[src/rtl/counter_ctrl_pkg.sv]
// Shared types and constants for the counter control front panel.
// Optional debounce filtering is enabled with COUNTER_CTRL_DEBOUNCE_EN.
package counter_ctrl_pkg;

  typedef enum logic [1:0] {
    IDLE = 2'd0,
    RUN  = 2'd1,
    HALT = 2'd2
  } state_t;

  // 20 ms of stable level at 50 MHz
  localparam int DEBOUNCE_CYCLES_DEFAULT = 1000000;

endpackage

[src/rtl/counter_ctrl_btn.sv]
// Pushbutton conditioner: 2-flop synchronizer, optional debounce filter
// (COUNTER_CTRL_DEBOUNCE_EN), rising-edge detect giving a one-cycle press.
module btn_debounce #(
  parameter int CYCLES = 4
) (
  input  logic clk,
  input  logic rst,
  input  logic btn,
  output logic press
);

  logic sync1;
  logic sync2;
  logic stable;
  logic stable_d;
  logic press_q;

  always_ff @(posedge clk or posedge rst) begin
    if (rst) begin
      sync1 <= 1'b0;
      sync2 <= 1'b0;
    end else begin
      sync1 <= btn;
      sync2 <= sync1;
    end
  end

`ifdef COUNTER_CTRL_DEBOUNCE_EN
  localparam int CW = $clog2(CYCLES + 1);
  localparam logic [CW-1:0] LAST = CW'(CYCLES - 1);

  logic [CW-1:0] cnt;

  // Counter runs only while the synchronized level disagrees with the
  // accepted level; the >= compare keeps it from ever wrapping.
  always_ff @(posedge clk or posedge rst) begin
    if (rst) begin
      stable <= 1'b0;
      cnt    <= '0;
    end else if (sync2 == stable) begin
      cnt <= '0;
    end else if (cnt >= LAST) begin
      stable <= sync2;
      cnt    <= '0;
    end else begin
      cnt <= cnt + CW'(1);
    end
  end
`else
  assign stable = sync2;
`endif

  always_ff @(posedge clk or posedge rst) begin
    if (rst) begin
      stable_d <= 1'b0;
      press_q  <= 1'b0;
    end else begin
      stable_d <= stable;
      press_q  <= stable & ~stable_d;
    end
  end

  assign press = press_q;

endmodule

[src/rtl/counter_ctrl.sv]
// Front-panel controller: four conditioned pushbuttons drive an IDLE/RUN/HALT
// FSM issuing start/stop/load pulses. Debounce enabled by COUNTER_CTRL_DEBOUNCE_EN.
module counter_ctrl
  import counter_ctrl_pkg::*;
#(
  parameter int DEBOUNCE_CYCLES = DEBOUNCE_CYCLES_DEFAULT
) (
  input  logic       clk_50M,
  input  logic       reset,
  input  logic       btn_start,
  input  logic       btn_stop,
  input  logic       btn_load,
  input  logic       btn_ud,
  input  logic [3:0] sw_digit,
  output logic       start,
  output logic       stop,
  output logic       load,
  output logic       ud,
  output logic [3:0] digit,
  output logic       running,
  output state_t     fsm_state
);

  logic start_ev;
  logic stop_ev;
  logic load_ev;
  logic ud_ev;

  btn_debounce #(.CYCLES(DEBOUNCE_CYCLES)) u_start (
    .clk(clk_50M), .rst(reset), .btn(btn_start), .press(start_ev));
  btn_debounce #(.CYCLES(DEBOUNCE_CYCLES)) u_stop (
    .clk(clk_50M), .rst(reset), .btn(btn_stop), .press(stop_ev));
  btn_debounce #(.CYCLES(DEBOUNCE_CYCLES)) u_load (
    .clk(clk_50M), .rst(reset), .btn(btn_load), .press(load_ev));
  btn_debounce #(.CYCLES(DEBOUNCE_CYCLES)) u_ud (
    .clk(clk_50M), .rst(reset), .btn(btn_ud), .press(ud_ev));

  state_t     state;
  state_t     state_n;
  logic       pend;
  logic       pend_n;
  logic       go;
  logic       start_n;
  logic       stop_n;
  logic       load_n;
  logic       ud_n;
  logic [3:0] digit_n;

  // pend defers a start that arrived together with a load by one cycle,
  // so load and start never pulse together.
  assign go = (start_ev | pend) & ~stop_ev;

  always_ff @(posedge clk_50M or posedge reset) begin
    if (reset) begin
      state <= IDLE;
      pend  <= 1'b0;
      start <= 1'b0;
      stop  <= 1'b0;
      load  <= 1'b0;
      ud    <= 1'b0;
      digit <= 4'd0;
    end else begin
      state <= state_n;
      pend  <= pend_n;
      start <= start_n;
      stop  <= stop_n;
      load  <= load_n;
      ud    <= ud_n;
      digit <= digit_n;
    end
  end

  always_comb begin
    state_n = state;
    pend_n  = 1'b0;
    start_n = 1'b0;
    stop_n  = 1'b0;
    load_n  = 1'b0;
    ud_n    = ud ^ ud_ev;
    digit_n = digit;
    case (state)
      RUN: begin
        if (stop_ev) begin
          state_n = HALT;
          stop_n  = 1'b1;
        end
      end
      default: begin
        if (load_ev) begin
          load_n  = 1'b1;
          digit_n = sw_digit;
          pend_n  = go;
        end else if (go) begin
          state_n = RUN;
          start_n = 1'b1;
        end
      end
    endcase
  end

  always_comb begin
    running   = (state == RUN);
    fsm_state = state;
  end

endmodule

[config.mk]
export PLATFORM = sky130hd
export DESIGN_NAME = counter_ctrl
export DESIGN_NICKNAME = d
export VERILOG_FILES = /design/src/rtl/counter_ctrl_pkg.sv /design/src/rtl/counter_ctrl_btn.sv /design/src/rtl/counter_ctrl.sv
export SDC_FILE = /design/constraint.sdc
export NUM_CORES = 1
export LEC_CHECK = 0
export CORE_ASPECT_RATIO = 0.75
export CORE_MARGIN = 8
export CORE_UTILIZATION = 44
export CTS_BUF_LIST = sky130_fd_sc_hd__clkbuf_16
export DETAILED_ROUTE_END_ITERATION = 10
export MAX_ROUTING_LAYER = met4
export PLACE_DENSITY = 0.75
export SYNTH_ARGS = -nofsm -noshare
export SYNTH_HDL_FRONTEND = slang
export SYNTH_SLANG_ARGS = --single-unit
[constraint.sdc]
create_clock -name clk_50M -period 2.6 [get_ports clk_50M]
set_clock_uncertainty 0.05 [all_clocks]
set_input_delay 0.52 -clock clk_50M [delete_from_list [all_inputs] [get_ports clk_50M]]
set_output_delay 0.52 -clock clk_50M [all_outputs]
set_load 0.02 [all_outputs]
==> flow_metrics.tcl <==
set metrics [dict create \
    min_delay_path_depth 0 \
    synthCells 50 \
    fmax_mhz 483.4 \
    antenna_found_initial 0 \
    post-cts-setup-buffers 0 \
    synth_fa_ha_area_frac 0 \
    grt_pass1_wl_um 2035 \
    fp.coreArea_sq_um 1927 \
    tightest_slew_ns 0.3285 \
    clock_sinks 27 \
    synth_compound_gate_area_share 0.02180 \
    gp_congestion 0.6634 \
    ys_ff_latch 27 \
    arrival_ns 1.50 \
    powerDensity_nw_per_um2 901.9 \
    fin_setup_tns_ns 0 \
    clk_latency_ns 0.26 \
    path_cells "nor2b_4 > clkdlybuf4s50_1" \
    placed_area_sq_um 1099 \
    cts_root_buf "clkbuf_16" \
    seq_area_frac_synth 0.7849 \
    synth_top_family_by_area "simple AND/OR/NAND/NOR gates" \
    dieHeight_um 54.31 \
    postCtsHoldBufs 0 \
    via_count 450 \
    wl_um 1262 \
    grt_pass1_vias 473 \
    slew_headroom 0.7810 \
    antenna_left 0 \
    drt_iter0_markers 13 \
    synthXorXnorAreaFrac 0.01017 \
    diodes 0 \
    drv_cap 0 \
    routedWlPerCell_um 12.75 \
    slowest_delay_ns 0.63 \
    start_util 0.4468 \
    drv_slew 0 \
    cts_resized 0 \
    cp.required_ns 2.03 \
    synth_top_cell_by_area "dfrtp_1" \
    final_common_cell "dfrtp_1" \
    nNetsFinal 86 \
    die_area_sq_um 3643 \
    synth_area_leaders "dfrtp_1 78%, mux2_4 7.0%, nor2b_1 2.9%" \
    clkTransAtPathRegs_ns 0.06 \
    startpoint_type "flop" \
    std_cell_rows 14 \
    viasPerCell 4.545 \
    muxShareOfSynthArea 0.06977 \
    min_period_over_period 0.7957 \
    largest_reg_flops 4 \
    setup-violations-final 0 \
    ios 21 \
    synth_cell_types 14 \
    hold_viol_final 0 \
    hpwl_um 885.9 \
    yosys.area_share.simple 0.1047 \
    yosys_warnings 0 \
    tritoncts "built" \
    drt_first_pass_iters 3 \
    p_leak_nw 0.5432 \
    cts_max_path_buffers 2 \
    hp-class "flop to flop" \
    reg2reg_depth 3 \
    top_register "digit" \
    port_buffers 20 \
    area_growth_pct 37.21 \
    cts_buffers 3 \
    setup_slack_ns 0.5312 \
    critPathMaxFanout 5 \
    utilization 0.6130 \
    cp-end-kind "output port" \
    synth.avg_cell_area_sq_um 17.22 \
    synth_fp_nets 60 \
    grt_overflow 0 \
    htreeDepth 1 \
    layout_min_cycle_time_ns 2.069 \
    cp_slowest_cell "clkdlybuf4s50_1" \
    grt_usage 0.07984 \
    grt_start_max_net_pins 28 \
    die_x_um 67.08 \
    rsz0062_at_grt "false" \
    pre_cts_slack_ns 0.7970 \
    ir_drop_mv 0.7798 \
    layout-drive-gt1-share 0.1600 \
    synth_top_area_frac 0.7849 \
    crit_type "flop to output port" \
    design_area_sq_um 1181 \
    outcome "complete, no violations" \
    syn-cell-area_sq_um 860.8 \
    final_cell_mix "27 x dfrtp_1, 20 x clkdlybuf4s50_1, 4 x nor2b_1, 4 x mux2_4, 3 x clkbuf_16" \
    drc 0 \
]
[final cells by class]
cell class | count | area [sq um]
multi-input combinational | 21 | 177.7
fill | 154 | 745.7
clock buffer | 3 | 75.07
clock inverter | 1 | 7.507
sequential | 27 | 675.6
timing repair buffer | 21 | 207.7
inverter | 2 | 7.507
tap | 24 | 30.03
[critical path, delay by kind of cell, from the launching register on]
| family | cells | cell delay, ns |
|---|---|---|
| buf+inv | 1 | 0.63 |
| flops | 1 | 0.40 |
| simple gates | 1 | 0.21 |
[cell usage after synthesis]
master and number:
nand2b_4 1, inv_1 2, xor2_1 1, nor2_1 2, a2bb2oi_1 1, and2_2 1
mux2_4 4, nor4b_1 1, nor2b_4 1, dfrtp_1 27, nand2_1 2, nor4_1 1
nor2b_1 4, o21ai_0 2
[through the flow]
| step | power, mW | cells | hold WS (ns) |
|---|---|---|---|
| finish | 1.065 | 99 | 0.2976 |
| global route | 1.118 | 99 | 0.3054 |
| CTS | 1.082 | 99 | 0.2996 |
| detailed placement | 0.7367 | 95 | 0.2847 |
| global placement | 0.7301 | 95 | 0.2829 |
| floorplan | 0.6245 | 50 | 0.2812 |
[cell families (layout without fill, tap and decap cells)]
kind of cell / Yosys count / count (layout)
AOI/OAI and AO/OA: 3 / 3
xor gates and xnor gates: 1 / 1
buffers and inverters: 2 / 27
DFF: 27 / 27
muxes: 4 / 4
and+or+nand+nor: 13 / 13
[per-layer routing]
metal,vias to the layer above,GRT usage,routed length (um)
li1,212,-,-
met1,217,0.08045,550
met2,17,0.1284,591
met3,4,0.04499,103
met4,0,0.03114,17
met5,-,-,0
[power breakdown]
part	total (mW)	internal, mW	switching, mW
registers	0.502	0.470	0.0322
logic	0.224	0.125	0.0990
clock network	0.339	0.208	0.131
total	1.07	0.803	0.262
[final timing paths]
| path | endpoint | slack (ns) | startpoint |
|---|---|---|---|
| max | running | 0.53 | fsm_state[0] |
| min | u_load.stable | 0.30 | u_load.sync1 |
| max reg2reg | digit[2] | 1.33 | fsm_state[0] |
| min reg2reg | u_load.stable | 0.30 | u_load.sync1 |
| max in group asynchronous | pend | 1.68 | reset |
| min in group asynchronous | u_load.sync1 | 0.57 | reset |
No activity file was read; power rests on OpenSTA's default activity.
